## src/rtl/fetch_halt_unit_pkg.sv

```systemverilog
// Shared definitions for the instruction-fetch front end: PC width, special
// instruction words and the two-state fetch FSM encoding.
package fetch_halt_unit_pkg;

    localparam int PC_W = 8;

    localparam logic [15:0] HALT_WORD_DEF = 16'h0001;
    localparam logic [15:0] NOP_WORD      = 16'h0000;

    localparam logic [0:0] ST_RUN    = 1'b0;
    localparam logic [0:0] ST_HALTED = 1'b1;

endpackage

```

## src/rtl/fetch_halt_unit_edge_detect_rise.sv

```systemverilog
// Rising-edge detector for a debounced front-panel button level.
// The output pulses for the single cycle in which the level goes 0 -> 1.
module edge_detect_rise (
    input  logic clk,
    input  logic rst,
    input  logic din,
    output logic rise
);

    logic din_d;
    logic din_q;

    always_comb begin
        din_d = din;
    end

    // NOTE: sequential state uses non-blocking assignments so every flop
    // samples the pre-edge values of its inputs.
    always_ff @(posedge clk) begin
        if (rst) begin
            din_q <= 1'b0;
        end else begin
            din_q <= din_d;
        end
    end

    assign rise = din & ~din_q;

endmodule

```

## src/rtl/fetch_halt_unit.sv

```systemverilog
// Instruction fetch: owns the PC, forwards RAM words to the decoder, stops on
// the HALT word and waits for a RESUME button edge to continue.
module fetch_halt_unit
    import fetch_halt_unit_pkg::*;
#(
    parameter logic [15:0]     HALT_WORD = HALT_WORD_DEF,
    parameter logic [PC_W-1:0] RESET_PC  = 8'h00,
    parameter int              PC_STEP   = 2,
    parameter int              CNT_W     = 8
) (
    input  logic             CLK,
    input  logic             RESET,
    input  logic [15:0]      INSTR,
    input  logic             BRANCH_TAKEN,
    input  logic [PC_W-1:0]  BRANCH_TARGET,
    input  logic             RESUME,
    output logic [PC_W-1:0]  ADDR,
    output logic [15:0]      INSTR_OUT,
    output logic             INSTR_VALID,
    output logic             HALTED,
    output logic [CNT_W-1:0] HALT_COUNT
);

    logic [PC_W-1:0]  pc_d,         pc_q;
    logic [0:0]       state_d,      state_q;
    logic [CNT_W-1:0] halt_count_d, halt_count_q;
    logic             resume_rise;
    logic             is_halt;
    logic [PC_W-1:0]  pc_next_seq;
    logic [PC_W-1:0]  branch_pc;

    edge_detect_rise u_resume_edge (
        .clk  (CLK),
        .rst  (RESET),
        .din  (RESUME),
        .rise (resume_rise)
    );

    always_comb begin
        is_halt     = (INSTR == HALT_WORD);
        pc_next_seq = pc_q + PC_W'(PC_STEP);
        // Instructions are word aligned, so bit 0 of a redirect is dropped.
        branch_pc   = BRANCH_TARGET & ~PC_W'(1);
    end

    // NOTE: every variable gets a default at the top of the block so no
    // path leaves it unassigned and no latch is inferred.
    always_comb begin
        pc_d         = pc_q;
        state_d      = state_q;
        halt_count_d = halt_count_q;
        INSTR_VALID  = 1'b0;
        INSTR_OUT    = NOP_WORD;

        if (state_q == ST_RUN) begin
            if (is_halt) begin
                state_d = ST_HALTED;
                if (halt_count_q != {CNT_W{1'b1}}) begin
                    halt_count_d = halt_count_q + CNT_W'(1);
                end
            end else begin
                INSTR_VALID = ~RESET;
                INSTR_OUT   = RESET ? NOP_WORD : INSTR;
                pc_d        = BRANCH_TAKEN ? branch_pc : pc_next_seq;
            end
        end else if (resume_rise) begin
            // PC still points at the HALT word; step past it.
            pc_d    = pc_next_seq;
            state_d = ST_RUN;
        end
    end

    always_ff @(posedge CLK) begin
        if (RESET) begin
            pc_q         <= RESET_PC;
            state_q      <= ST_RUN;
            halt_count_q <= '0;
        end else begin
            pc_q         <= pc_d;
            state_q      <= state_d;
            halt_count_q <= halt_count_d;
        end
    end

    assign ADDR       = pc_q;
    assign HALTED     = (state_q == ST_HALTED);
    assign HALT_COUNT = halt_count_q;

endmodule

```

## config.mk

```make
export PLATFORM = sky130hd
export DESIGN_NAME = fetch_halt_unit
export DESIGN_NICKNAME = d
export VERILOG_FILES = /design/src/rtl/fetch_halt_unit_pkg.sv /design/src/rtl/fetch_halt_unit_edge_detect_rise.sv /design/src/rtl/fetch_halt_unit.sv
export SDC_FILE = /design/constraint.sdc
export NUM_CORES = 1
export LEC_CHECK = 0
export ABC_AREA = 1
export BUFFER_PORTS_ARGS = -buffer_cell sky130_fd_sc_hd__buf_2
export CORE_ASPECT_RATIO = 0.6
export CORE_UTILIZATION = 45
export DETAILED_ROUTE_END_ITERATION = 10
export GPL_TIMING_DRIVEN = 0
export PLACE_DENSITY = 0.9
export SLEW_MARGIN = 25
export SYNTH_ARGS = -nofsm -noshare
export SYNTH_HDL_FRONTEND = slang
export SYNTH_SLANG_ARGS = --single-unit
```

## constraint.sdc

```tcl
create_clock -name CLK -period 1.6 [get_ports CLK]
set_clock_uncertainty 0.05 [all_clocks]
set_input_delay 0.24 -clock CLK [delete_from_list [all_inputs] [get_ports CLK]]
set_output_delay 0.24 -clock CLK [all_outputs]
set_load 0.005 [all_outputs]
```

==> results.yml, run 1 <==
placement:
  place_congestion: 0.831
  io_buffers: 58
  place_hpwl_microns: 2440
  placed_cell_area_sq_um: 1540
  dp.cells: 283
timing:
  setup_tns_ns: 0
  slew_violations: 0
  holdWs_ns: 0.177
  rsz0062_at_grt: "false"
  fmax_mhz: 667
  setup_viol: 0
  hold_viol: 0
  min_period_over_period_pct: 93.7
  min_period_ns: 1.50
clocking:
  clk_pin_slew_ns: 0.06
  clockRootBuffer: "clkbuf_8"
  postCtsSetupRepairBufs: 0
  postCtsHoldBufs: 0
  cts_made_buffers: 3
  postCtsResizedCells: 0
  tritoncts: "done"
  cts_buffer_depth: 2
  clk_latency_ns: 0.25
  cts_sinks: 17
  htreeDepth: 1
critical_path:
  cp.required_ns: 1.69
  cpPeakStageDelay_ns: 0.34
  critPathArrivalTime_ns: 1.59
  crit_path_frequent_cell: "nand2_2"
  start_kind: "register"
  worstSetupStartpoint: "HALT_COUNT[0]"
  crit_slowest_cell: "dfxtp_2"
  crit_family: "simple AND/OR/NAND/NOR gates"
  worstPathMaxFanout: 7
  r2r_start: "HALT_COUNT[0]"
  worstSetupPathType: "reg2reg"
  end_kind: "register"
  critical_path.cell_chain: "ha_1 -> nand2_2 -> nor2_2 -> nand2_2 -> nand4_2 -> o21ai_0 -> nor2_1"
  crit_buf_inv: 0
synthesis:
  seq_area_frac_synth_pct: 28.2
  synth.avg_cell_area_sq_um: 6.26
  synth_cell_type_count: 32
  yosys_register_bits: 17
  synth_top_area_share_pct: 28.2
  yosysWarnings: 0
  synth_area_leaders: "dfxtp_1 (28%), nand2_1 (15%), nor2_1 (12%)"
  synthesis.nets: 223
  synthesis.area_sq_um: 1210
  yosysTopAreaCell: "dfxtp_1"
  syn_inst: 193
hold_path:
  holdCritPathClass: "in2reg"
  hold_start: "RESUME"
die:
  die_area_sq_um: 2900
  die_x_microns: 68.9
  num_io_pins: 62
  die_h_microns: 42.1
  core_region_area_sq_um: 2520
  rows: 14
  initial_utilization_pct: 47.9
grt:
  grt_overflow: 0
  grtUsageTotal_pct: 22.7
  grt_pass1_wl_microns: 4910
  antenna_found_initial: 0
  grt_max_degree: 11
  grt_pass1_vias: 1187
cells_and_area:
  nFillCells: 241
  antenna_cells: 0
  finalInstanceArea_sq_um: 1590
  instances_no_fill: 287
  layout.nets: 286
  drive_gt1_share_pct: 33.7
  area_growth_pct: 31.7
drt:
  drtIter0Drc: 28
  dr_total_vias: 1406
  drcViolationCount: 0
  vias_per_cell: 4.90
  wirelength_microns: 3130
  dr.pass1.iters: 4
  drt-wirelength-per-cell_microns: 10.9
  ant_nets: 0
outcome:
  status: "finished, final reports clean"
job:
  drv_cap: 0
pwr:
  p_per_area_nw_per_um2: 597
  power_mw: 0.949
  vdd_drop_max_mv: 0.705
  p_leak_nw: 0.835
## final cells by class
| type | count | area [sq um] | area share (%) |
|---|---|---|---|
| tap | 32 | 40.0 | 2.52 |
| clock buffer | 4 | 45.0 | 2.83 |
| multi-input combinational | 154 | 758 | 47.7 |
| timing repair buffer | 58 | 290 | 18.3 |
| sequential | 17 | 343 | 21.6 |
| inverter | 15 | 63.8 | 4.01 |
| buffer | 7 | 50.0 | 3.15 |
## kinds of logic after synthesis
kind of cell | synth area share (%)
compound gates | 8.29
xor+xnor | 3.63
fa+ha+maj | 2.07
buf+inv | 9.01
flops | 28.2
other cells | 0.311
simple gates | 48.5
## synthesized netlist by cell type, drive strengths merged
| cell type | n |
|---|---|
| a21oi | 9 |
| and2 | 1 |
| buf | 6 |
| clkbuf | 1 |
| clkinv | 2 |
| conb | 1 |
| dfxtp | 17 |
| ha | 2 |
| inv | 13 |
| nand2 | 51 |
| nand3 | 24 |
| nand3b | 2 |
| nand4 | 3 |
| nor2 | 42 |
| nor3b | 1 |
| o21ai | 11 |
| or2 | 2 |
| xnor2 | 1 |
| xor2 | 4 |
## worst paths after layout
kind | to | slack [ns] | depth (start not counted)
max reg2reg | HALT_COUNT[6] | 0.10 | 7
min reg2reg | HALT_COUNT[1] | 0.45 | 2
min | u_resume_edge.din_q | 0.18 | 3
max | HALT_COUNT[6] | 0.10 | 7
## sequential cells by signal (all words and copies together) (netlist names)
signal and count:
HALTED 1, HALT_COUNT 8, ADDR 7, u_resume_edge.din_q 1
## power by group
part	internal (mW)	switching (mW)
combinational	0.0834	0.0882
sequential	0.438	0.0179
clock	0.177	0.145
total	0.698	0.251
## stage by stage
step                      setup slack [ns]  utilization [%]
final                                0.101             63.0
after global placement               0.125             61.0
after floorplan                      0.250                -
after global routing               0.00211             63.0
after detailed placement            0.0649             61.0
after CTS                           0.0154             62.7
## metal layers
layer  vias up  part of all wire [%]  GRT usage (%)
met5         -                     0              0
li1        739                     -              -
met2        57                    42           35.5
met3         4                   8.7           6.52
met1       606                    48           30.6
met4         0                   1.1           5.31
## layout by cell type (no fill, tap or decap), types with 2 or more instances in the layout
master    count
buf_2        61
nand2_1      48
nor2_1       38
nand3_1      22
dfxtp_1      15
inv_1        11
o21ai_0      10
a21oi_1       9
xor2_1        4
nand2_2       3
clkbuf_8      3
dfxtp_2       2
buf_6         2
nor2_4        2
nor2_2        2
nand3b_1      2
nand4_1       2
ha_1          2
## worst reg2reg max path, stage by stage, from the launching register on
cell and delay [ns]:
dfxtp_2 0.34, ha_1 0.23, nand2_2 0.09, nor2_2 0.05, nand2_2 0.11, nand4_2 0.23, o21ai_0 0.24, nor2_1 0.05
Power figures use the tool's default switching activity.
==> run 2: changes to the inputs <==
--- a/config.mk
+++ b/config.mk
@@ -8,10 +8,12 @@
 export ABC_AREA = 1
 export BUFFER_PORTS_ARGS = -buffer_cell sky130_fd_sc_hd__buf_2
 export CORE_ASPECT_RATIO = 0.6
-export CORE_UTILIZATION = 45
+export CORE_UTILIZATION = 47
+export CTS_BUF_LIST = sky130_fd_sc_hd__clkbuf_2
+export CTS_CLUSTER_SIZE = 14
 export DETAILED_ROUTE_END_ITERATION = 10
 export GPL_TIMING_DRIVEN = 0
-export PLACE_DENSITY = 0.9
+export PLACE_DENSITY = 0.93
 export SLEW_MARGIN = 25
 export SYNTH_ARGS = -nofsm -noshare
 export SYNTH_HDL_FRONTEND = slang
==> run 2 against run 1 <==
  * Sequential share of layout area increased by 0.28 points
  * Wire length is 2.2% lower
  * First-iteration DRC count grew 130%
  * Design area down 0.94%
  * Critical endpoint is now INSTR_OUT[7]
  * Largest power group unchanged
  * Highest routed layer unchanged
==> results.yml, run 2 (synthesized netlist as in run 1, its figures left out) <==
outcome:
  status: "finished, final reports clean"
pwr:
  seqPwrFrac_pct: 54.8
  p_comb_share_pct: 20.7
  vdd_drop_max_mv: 0.612
  p_leak_nw: 0.831
  power.internal_mw: 0.587
  swShare_pct: 29.2
  power.switching_mw: 0.242
  power_mw: 0.830
  clock_power_share_pct: 24.5
  p_per_area_nw_per_um2: 527
timing:
  min_period_ns: 1.51
  slew_violations: 0
  setup_ws_ns: 0.0919
  fmax_mhz: 663
  min_period_over_period_pct: 94.3
  holdWs_ns: 0.103
  hold_viol: 0
  setup_tns_ns: 0
  rsz0062_at_grt: "false"
  setup_viol: 0
cells_and_area:
  layout_common_cells: "buf_2 (61), nand2_1 (48), nor2_1 (38), nand3_1 (21), dfxtp_1 (14)"
  instances_no_fill: 284
  largest_reg_flops: 8
  antenna_cells: 0
  layout.nets: 285
  nFillCells: 214
  drive_gt1_share_pct: 34.3
  area_growth_pct: 30.5
  final_common_cell: "buf_2"
clocking:
  cts_sinks: 17
  clockRootBuffer: "clkbuf_2"
  clk_latency_ns: 0.30
  htreeDepth: 1
  postCtsSetupRepairBufs: 0
  clk_pin_slew_ns: 0.16
  cts_buffer_depth: 2
  cts_made_buffers: 3
  tritoncts: "done"
critical_path:
  r2r_start: "ADDR[1]"
  r2r_end: "ADDR[7]"
  start_kind: "input port"
  crit_buf_inv: 4
  worst-path-stages: 6
  critical_path.cell_chain: "buf_2 -> clkinv_1 -> buf_2 -> nand2_1 -> nor2_1 -> buf_2"
  reg2reg_depth: 7
  rrSetupSlack_ns: 0.14
  cpPeakStageDelay_ns: 0.28
  crit_end: "INSTR_OUT[7]"
  worstSetupPathType: "in2out"
  worstSetupStartpoint: "RESET"
  crit_family: "buffers and inverters"
  crit_path_frequent_cell: "buf_2"
  end_kind: "output port"
  critPathArrivalTime_ns: 1.22
  crit_slowest_cell: "clkinv_1"
  cp.required_ns: 1.31
  worstPathMaxFanout: 10
grt:
  grtUsageTotal_pct: 21.9
  grt_pass1_wl_microns: 4270
  grt_overflow: 0
  grt_max_degree: 18
  grt_pass1_vias: 951
  antenna_found_initial: 0
drt:
  drcViolationCount: 0
  drtIter0Drc: 64
  wirelength_microns: 3060
  drt-wirelength-per-cell_microns: 10.8
  ant_nets: 0
  vias_per_cell: 5.00
  dr_total_vias: 1421
  dr.pass1.iters: 4
placement:
  dp.cells: 281
  place_hpwl_microns: 2420
  place_ws_ns: 0.0990
  place_congestion: 0.773
  io_buffers: 58
die:
  die_x_microns: 67.4
  rows: 13
  core_region_area_sq_um: 2290
  die_area_sq_um: 2780
  initial_utilization_pct: 52.6
  num_io_pins: 62
  die_h_microns: 41.3
hold_path:
  holdCritPathClass: "in2reg"
job:
  drv_cap: 0
==> run 2: area by class of cell <==
| type | instances | area, sq um | share of cell area [%] |
|---|---|---|---|
| well taps | 30 | 37.5 | 2.38 |
| multi-input cells | 154 | 772 | 49.0 |
| inverters | 15 | 62.6 | 3.97 |
| repair buffers | 58 | 290 | 18.4 |
| clock buffers | 4 | 20.0 | 1.27 |
| flip-flops and latches | 17 | 344 | 21.8 |
| plain buffers | 6 | 48.8 | 3.10 |
==> run 2: metrics by stage <==
step / cell area, sq um / utilization, %
4_1_cts: 1550 / 67.6
3_5_place_dp: 1540 / 66.9
3_3_place_gp: 1540 / 66.9
6_report: 1580 / 68.7
5_1_grt: 1580 / 68.7
2_1_floorplan: 1210 / -
==> run 2: power by group through the flow <==
stage	registers, mW	clock network, mW	logic (mW)
finish	0.455	0.203	0.171
global route	0.458	0.236	0.195
CTS	0.455	0.204	0.170
detailed placement	0.464	0	0.170
global placement	0.464	0	0.166
floorplan	0.463	0	0.0871
==> run 2: worst min path at each step <==
stage | startpoint | slack [ns] | to | cells after the start
finish | RESUME | 0.10 | u_resume_edge.din_q | 3
global route | RESUME | 0.08 | u_resume_edge.din_q | 3
CTS | RESUME | 0.11 | u_resume_edge.din_q | 3
detailed placement | RESUME | 0.42 | u_resume_edge.din_q | 3
global placement | RESUME | 0.42 | u_resume_edge.din_q | 3
floorplan | RESUME | 0.32 | u_resume_edge.din_q | 2
==> run 2: repair_timing <==
item / CTS / global route
resized for setup: 0 / 7
hold buffers: 0 / 0
setup endpoints to repair: 10 / 9
pin swaps: 0 / 1
==> run 2: worst reg2reg max path, cell delays in order, from the launching register on <==
cell and delay, ns:
dfxtp_1 0.45, ha_1 0.22, nand3_1 0.14, inv_1 0.10, nand3_1 0.07, and2_1 0.15, nor2_1 0.11, o21ai_0 0.08
==> run 2: routing by layer <==
metal / part of all wire, % / global-route usage, % / wire length, microns / vias up
met4: 0.69 / 4.79 / 21 / 0
li1: - / - / - / 740
met2: 39 / 33.5 / 1200 / 67
met3: 10 / 6.11 / 313 / 4
met5: 0 / 0 / 0 / -
met1: 50 / 30.5 / 1530 / 610
